===== src/rtl/minmax_pkg.sv =====
// Shared types for the window min/max tracker: FSM states, comparator result, count width.
package minmax_pkg;

  typedef enum logic [1:0] {
    IDLE  = 2'd0,
    ACCUM = 2'd1,
    HOLD  = 2'd2
  } state_t;

  typedef struct packed {
    logic gt;
    logic lt;
    logic eq;
  } cmp_res_t;

  // Wide enough to hold a full-window count of WINDOW samples.
  function automatic int cnt_width(input int window);
    return $clog2(window + 1);
  endfunction

endpackage


===== src/rtl/window_minmax_tracker_mag_comparator.sv =====
// Unsigned magnitude comparator: a vs b -> {gt, lt, eq}.
// Purely combinational, zero latency, no flow control.
module mag_comparator
  import minmax_pkg::*;
#(
  parameter int WIDTH = 8
) (
  input  logic [WIDTH-1:0] i_a,
  input  logic [WIDTH-1:0] i_b,
  output cmp_res_t         o_res
);

  always_comb begin
    o_res.gt = (i_a > i_b);
    o_res.lt = (i_a < i_b);
    o_res.eq = (i_a == i_b);
  end

endmodule


===== src/rtl/window_minmax_tracker.sv =====
// Per-window max/min/count of an unsigned stream; result valid the cycle after the closing sample.
// Backpressure: in_ready drops while a result waits in HOLD for out_ready; MINMAX_ARGIDX_EN adds argmax/argmin.
module window_minmax_tracker
  import minmax_pkg::*;
#(
  parameter  int WIDTH  = 8,
  parameter  int WINDOW = 16,
  localparam int CNT_W  = cnt_width(WINDOW)
) (
  input  logic             clk,
  input  logic             rst_n,
  input  logic             in_valid,
  output logic             in_ready,
  input  logic [WIDTH-1:0] in_data,
  input  logic             in_last,
  output logic             out_valid,
  input  logic             out_ready,
  output logic [WIDTH-1:0] out_max,
  output logic [WIDTH-1:0] out_min,
  output logic [CNT_W-1:0] out_count
`ifdef MINMAX_ARGIDX_EN
  ,
  output logic [CNT_W-1:0] out_max_idx,
  output logic [CNT_W-1:0] out_min_idx
`endif
);

  localparam logic [CNT_W-1:0] LAST_IDX = CNT_W'(WINDOW - 1);

  state_t           r_state;
  state_t           w_next;
  logic             r_in_ready;
  logic             r_out_valid;
  logic [WIDTH-1:0] r_max;
  logic [WIDTH-1:0] r_min;
  logic [CNT_W-1:0] r_count;
  logic             w_xfer;
  cmp_res_t         w_cmp_max;
  cmp_res_t         w_cmp_min;
  logic             w_unused;

  mag_comparator #(.WIDTH(WIDTH)) u_cmp_max (
    .i_a  (in_data),
    .i_b  (r_max),
    .o_res(w_cmp_max)
  );

  mag_comparator #(.WIDTH(WIDTH)) u_cmp_min (
    .i_a  (in_data),
    .i_b  (r_min),
    .o_res(w_cmp_min)
  );

  // Strict compares keep the first occurrence; the remaining flags are not needed.
  assign w_unused = &{1'b0, w_cmp_max.lt, w_cmp_max.eq, w_cmp_min.gt, w_cmp_min.eq};

  always_comb begin
    w_xfer = in_valid & r_in_ready;
    w_next = r_state;
    unique case (r_state)
      IDLE:    if (w_xfer) w_next = (in_last || (WINDOW == 1)) ? HOLD : ACCUM;
      ACCUM:   if (w_xfer && (in_last || (r_count == LAST_IDX))) w_next = HOLD;
      HOLD:    if (out_ready) w_next = IDLE;
      default: w_next = IDLE;
    endcase
  end

  always_ff @(posedge clk or negedge rst_n) begin
    if (!rst_n) begin
      r_state     <= IDLE;
      r_in_ready  <= 1'b0;
      r_out_valid <= 1'b0;
      r_max       <= '0;
      r_min       <= '0;
      r_count     <= '0;
    end else begin
      r_state     <= w_next;
      r_in_ready  <= (w_next != HOLD);
      r_out_valid <= (w_next == HOLD);
      if (w_xfer) begin
        if (r_state == IDLE) begin
          r_max   <= in_data;
          r_min   <= in_data;
          r_count <= CNT_W'(1);
        end else begin
          if (w_cmp_max.gt) r_max <= in_data;
          if (w_cmp_min.lt) r_min <= in_data;
          r_count <= r_count + CNT_W'(1);
        end
      end
    end
  end

`ifdef MINMAX_ARGIDX_EN
  logic [CNT_W-1:0] r_max_idx;
  logic [CNT_W-1:0] r_min_idx;

  // r_count equals the 0-based position of the sample being accepted.
  always_ff @(posedge clk or negedge rst_n) begin
    if (!rst_n) begin
      r_max_idx <= '0;
      r_min_idx <= '0;
    end else if (w_xfer) begin
      if (r_state == IDLE) begin
        r_max_idx <= '0;
        r_min_idx <= '0;
      end else begin
        if (w_cmp_max.gt) r_max_idx <= r_count;
        if (w_cmp_min.lt) r_min_idx <= r_count;
      end
    end
  end

  assign out_max_idx = r_max_idx;
  assign out_min_idx = r_min_idx;
`endif

  assign in_ready  = r_in_ready;
  assign out_valid = r_out_valid;
  assign out_max   = r_max;
  assign out_min   = r_min;
  assign out_count = r_count;

endmodule


===== config.mk =====
export PLATFORM = sky130hd
export DESIGN_NAME = window_minmax_tracker
export DESIGN_NICKNAME = d
export VERILOG_FILES = /design/src/rtl/minmax_pkg.sv /design/src/rtl/window_minmax_tracker_mag_comparator.sv /design/src/rtl/window_minmax_tracker.sv
export SDC_FILE = /design/constraint.sdc
export NUM_CORES = 1
export LEC_CHECK = 0
export ABC_CLOCK_PERIOD_IN_PS = 2500
export CORE_MARGIN = 2
export CORE_UTILIZATION = 32
export CTS_CLUSTER_SIZE = 28
export DETAILED_ROUTE_END_ITERATION = 7
export PLACE_DENSITY = 0.54
export SLEW_MARGIN = 20
export SYNTH_ARGS = -nofsm -noshare
export SYNTH_HDL_FRONTEND = slang
export SYNTH_SLANG_ARGS = --single-unit

===== constraint.sdc =====
create_clock -name clk -period 2.5 [get_ports clk]
set_input_delay 0.25 -clock clk [delete_from_list [all_inputs] [get_ports clk]]
set_output_delay 0.25 -clock clk [all_outputs]
set_load 0.05 [all_outputs]

* Word-level counts from Yosys, hierarchy flattened *
Index checks and enable logic that the tools add are counted.

operators by class
  add/sub/neg operators = 1
  order comparisons = 2
  equality and inequality tests = 5
  multiplexer cells = 10
  bitwise logic cells = 1
  reductions and logical operators = 7

operators with widths
  kind                   count
  $mux W8                4
  $gt A8 B8 Y1           1
  $lt A8 B8 Y1           1
  $mux W2                4
  $pmux W2 S3            1
  $add A5 B1 Y5 const B  1
  $eq A5 B4 Y1 const B   1
  $mux W5                1
  $eq A2 B2 Y1 const B   2
  $reduce_and A2 Y1      2
  $reduce_bool A2 Y1     2
  $eq A2 B1 Y1 const B   1
  $logic_not A2 Y1       1
  $ne A2 B2 Y1 const B   1
  $and A1 B1 Y1          1
  $logic_and A1 B1 Y1    1
  $logic_or A1 B1 Y1     1

word-level totals
  bits in registers = 25
  input bits = 13
  output and inout port bits = 23
  word-level logic and storage cells = 32

* Logic depth before layout (Yosys ltp) *
  depth in word-level cells = 6
  depth in mapped cells = 8
  mapped depth without buffers = 7

* Modules after synthesis *
From an unflattened synthesis, not the netlist that was laid out.

unflattened totals
  cells, all modules = 132
  area, all modules = 1473.9 um^2

modules (own cells, without submodules)
  module                 times used  cells each  area each (um^2)  sequential area each (um^2)
  window_minmax_tracker  1           74          1023.5            625.6
  mag_comparator         2           29          225.2             0.0

* Least setup slack after synthesis *
OpenSTA, ideal clock, no wires.

  kind = register -> register
  start point = register r_max[1], in the netlist out_max[1]
  end point = register r_max[0], in the netlist out_max[0]
  setup time = 0.125 ns
  data arrival time = 2.175 ns
  required time = 2.375 ns
  slack = 0.200 ns
  cell stages (with the launch flop) = 8
  buffers on the path = 0
  clock period less this slack = 2.300 ns
  cell sequence = dfrtp_1 -> inv_1 -> ha_1 -> nor2b_1 -> o211ai_1 -> a2111oi_0 -> a211oi_2 -> mux2_2

on the way
  word-level cells in the longest chain between the ends = 3

ends and longest elaborated chain
  element                       line                                        text
  start, declared               window_minmax_tracker.sv:34                 logic [WIDTH-1:0] r_max;
  start signal, assigned        window_minmax_tracker.sv:82                 r_max <= in_data;
  start signal, assigned        window_minmax_tracker.sv:86                 if (w_cmp_max.gt) r_max <= in_data;
  $gt A8 B8 Y1                  window_minmax_tracker_mag_comparator.sv:14  o_res.gt = (i_a > i_b);
  $reduce_bool A2 Y1 (no line)  -
  $reduce_and A2 Y1 (no line)   -

Every way passes these cells.
A chain may end at the register's enable or synchronous reset.

* Final worst setup path *
  start point = input in_data[1]
  end point = register r_max[0], in the netlist out_max[0]

on the way
  word-level cells in the longest chain between the ends = 3

ends and longest elaborated chain
  element                       line                                        text
  start, declared               window_minmax_tracker.sv:14                 input logic [WIDTH-1:0] in_data,
  $gt A8 B8 Y1                  window_minmax_tracker_mag_comparator.sv:14
  $reduce_bool A2 Y1 (no line)  -
  $reduce_and A2 Y1 (no line)   -

Every way passes these cells.

==> metrics.yaml <==
status:
  status: "complete, no violations"
placed_design:
  gp_congestion: 0.739
  portBuffers: 35
  post-place-ws_ns: -0.124
  hpwl_um: 2340
  dpl_cell_area_um2: 1850
cts:
  cts_buffers: 3
  cts_sinks: 25
  clk_pin_slew_ns: 0.08
  cts_hold_buffers: 0
  cts_tree: "done"
  clockRootBuffer: "clkbuf_8"
  cts_resized: 0
  htree_levels: 1
  clock_latency_ns: 0.26
  cts_setup_buffers: 0
  clockBufferDepth: 2
timing:
  holdWs_ns: 0.342
  fmax_mhz: 429
  setup_violations: 0
  drv_slew: 0
  finalClockSkew_ns: 0.00328
  max_slew_margin_pct: 55.9
  max_slew.worst_pin.slew_ns: 0.661
  rsz0062_at_grt: "no"
  worst_slack_ns: 0.171
  fin_crit_ns: 2.33
  fin_crit_sh_pct: 93.2
  report.final.hold_viol_count: 0
worst_setup_path:
  cp_max_fo: 8
  startpoint: "in_data[1]"
  crit_arrival_ns: 2.48
  critical_path.endpoint_type: "register"
  cpMaxStageDelayCell: "a211oi_2"
  reg2reg_setup_slack_ns: 0.23
  rr_endpoint: "out_max[0]"
  r2r_cells: 7
  cp_top_family: "compound AO/OA/AOI/OAI gates"
  worstSetupPathType: "input pin to register"
  max_stage_delay_ns: 0.55
  cp_cell_sequence: "clkdlybuf4s50_1 -> ha_1 -> nor2b_1 -> o211ai_1 -> a2111oi_0 -> a211oi_2 -> mux2_2"
  critPathRequiredTime_ns: 2.65
  path_buf_inv: 1
  cp-start-kind: "input pin"
  r2r-start: "out_max[7]"
routing:
  antenna_left: 0
  routed-via-count: 1051
  drtIter0Drc: 77
  dr.pass1.iters: 4
  wl_per_cell_um: 13.6
  wirelength_um: 2970
  avgViaCountPerCell: 4.82
  drcViolationCount: 0
synth:
  ys_types: 30
  synth_nets: 154
  ys_seq_area_share_pct: 44.2
  synth_cells: 124
  synth-seq-cells: 25
  ys.warnings.count: 0
  synth_area_per_cell_um2: 11.4
  syn_area_um2: 1420
pwr:
  seq_power_share_pct: 28.7
  p_int_mw: 1.32
  comb_power_share_pct: 62.0
  p_total_mw: 2.53
  clkPwrFrac_pct: 9.3
  netSwitchingPower_mw: 1.21
  leakage_nw: 0.890
  swShare_pct: 47.9
  peakVddDrop_uv: 676
  powerDensity_nw_per_um2: 1330
run:
  cap_violations: 0
global_route:
  grt_max_degree: 26
  antenna_found_initial: 0
  grt_overflow: 0
  grt_pass1_wl_um: 5160
  grt_use_total_pct: 13.0
  grt_pass1_vias: 1110
final_layout:
  syn_to_final_growth_pct: 34.1
  design_area_um2: 1900
  final_layout_size_suffix_gt1_share_pct: 16.9
  multiInputGateArea_um2: 711
  diodes: 0
  final_core_utilization_pct: 44.2
  layout.nets: 197
  seqCellArea_um2: 626
  fill_cells: 409
floorplanning:
  rows: 24
  ios: 36
  die_x_um: 70.5
  initial_core_util_pct: 33.0
  die_y_um: 70.5
  design.die.area_um2: 4970
  coreArea_um2: 4290
worst_hold_path:
  min_path_type: "input pin to asynchronous set/reset pin"
## cells in the final DEF, fill, tap and decap left out
cell,n
a2111oi_0,1
a2111oi_2,1
a211oi_1,1
a211oi_2,1
a21o_1,1
a21oi_1,5
a22o_1,1
a31oi_1,1
a41o_1,1
and2_1,1
and3_1,1
buf_4,5
clkbuf_1,1
clkbuf_8,3
clkdlybuf4s50_1,35
dfrtp_1,25
ha_1,17
inv_1,17
mux2_2,10
mux2_4,8
nand2_1,5
nand2b_1,1
nand3_1,1
nand4_1,3
nor2_1,6
nor2b_1,1
nor3_1,1
o211ai_1,2
o21a_1,1
o21ai_0,7
o21ai_1,1
o22ai_1,1
## registers in the layout, summed over array words and instances (netlist names)
| name | cells |
|---|---|
| out_valid | 1 |
| in_ready | 1 |
| out_min | 8 |
| r_state | 2 |
| out_max | 8 |
| out_count | 5 |
## through the flow
stage	instances	TNS (ns)
finish	218	0
global route	218	0
CTS	218	0
detailed placement	214	-1.26
global placement	214	-0.317
floorplan	124	0
## final cells by class
| cell class | instances | share of cell area [%] |
|---|---|---|
| inverter | 17 | 3.36 |
| sequential | 25 | 33.0 |
| clock buffer | 4 | 2.37 |
| timing repair buffer | 40 | 20.4 |
| multi-input combinational | 80 | 37.4 |
| tap | 52 | 3.43 |
## power groups by stage
stage / registers [mW] / clock network [mW] / logic, mW
CTS: 0.729 / 0.249 / 1.59
detailed placement: 0.735 / 0 / 1.58
global placement: 0.725 / 0 / 1.56
floorplan: 1.28 / 0 / 0.545
global route: 0.760 / 0.266 / 1.68
finish: 0.727 / 0.235 / 1.57
## routing by layer
| metal | vias up | GRT usage, % | routed length, um |
|---|---|---|---|
| met1 | 500 | 17.9 | 1450 |
| met3 | 2 | 3.03 | 108 |
| li1 | 528 | - | - |
| met5 | - | 0 | 0 |
| met4 | 0 | 3.21 | 23 |
| met2 | 21 | 20.8 | 1380 |
## worst max-delay path by stage
stage / to / cells past startpoint
final: out_max[0] / 7
after global routing: out_max[0] / 7
after CTS: out_max[1] / 7
after detailed placement: out_max[1] / 7
after global placement: out_max[1] / 7
after floorplan: out_max[0] / 7
## cells in the mapped netlist
cell,count,area share [%]
dfrtp_1,25,44
ha_1,17,15
inv_1,17,4.5
mux2_2,10,8.0
mux2_4,8,8.5
o21ai_0,7,2.5
nor2_1,6,1.6
a21oi_1,5,1.8
nand2_1,5,1.3
nand4_1,3,1.3
o211ai_1,2,1.1
a2111oi_0,1,0.62
a2111oi_2,1,1.1
a211oi_1,1,0.53
a211oi_2,1,0.88
a21o_1,1,0.53
a22o_1,1,0.62
a31oi_1,1,0.44
a41o_1,1,0.71
and2_1,1,0.44
and3_1,1,0.44
buf_6,1,0.80
clkbuf_1,1,0.26
nand2b_1,1,0.44
nand3_1,1,0.35
nor2b_1,1,0.44
nor3_1,1,0.35
o21a_1,1,0.53
o21ai_1,1,0.35
o22ai_1,1,0.44
## cell families after synthesis
group / Yosys count / share of synthesized area [%]
AOI/OAI and AO/OA: 25 / 12.0
DFF: 25 / 44.2
and+or+nand+nor: 20 / 6.72
buffers and inverters: 19 / 5.57
muxes: 18 / 16.4
adders and majority gates: 17 / 15.0
Note: power is estimated with default switching activity, not from simulation.
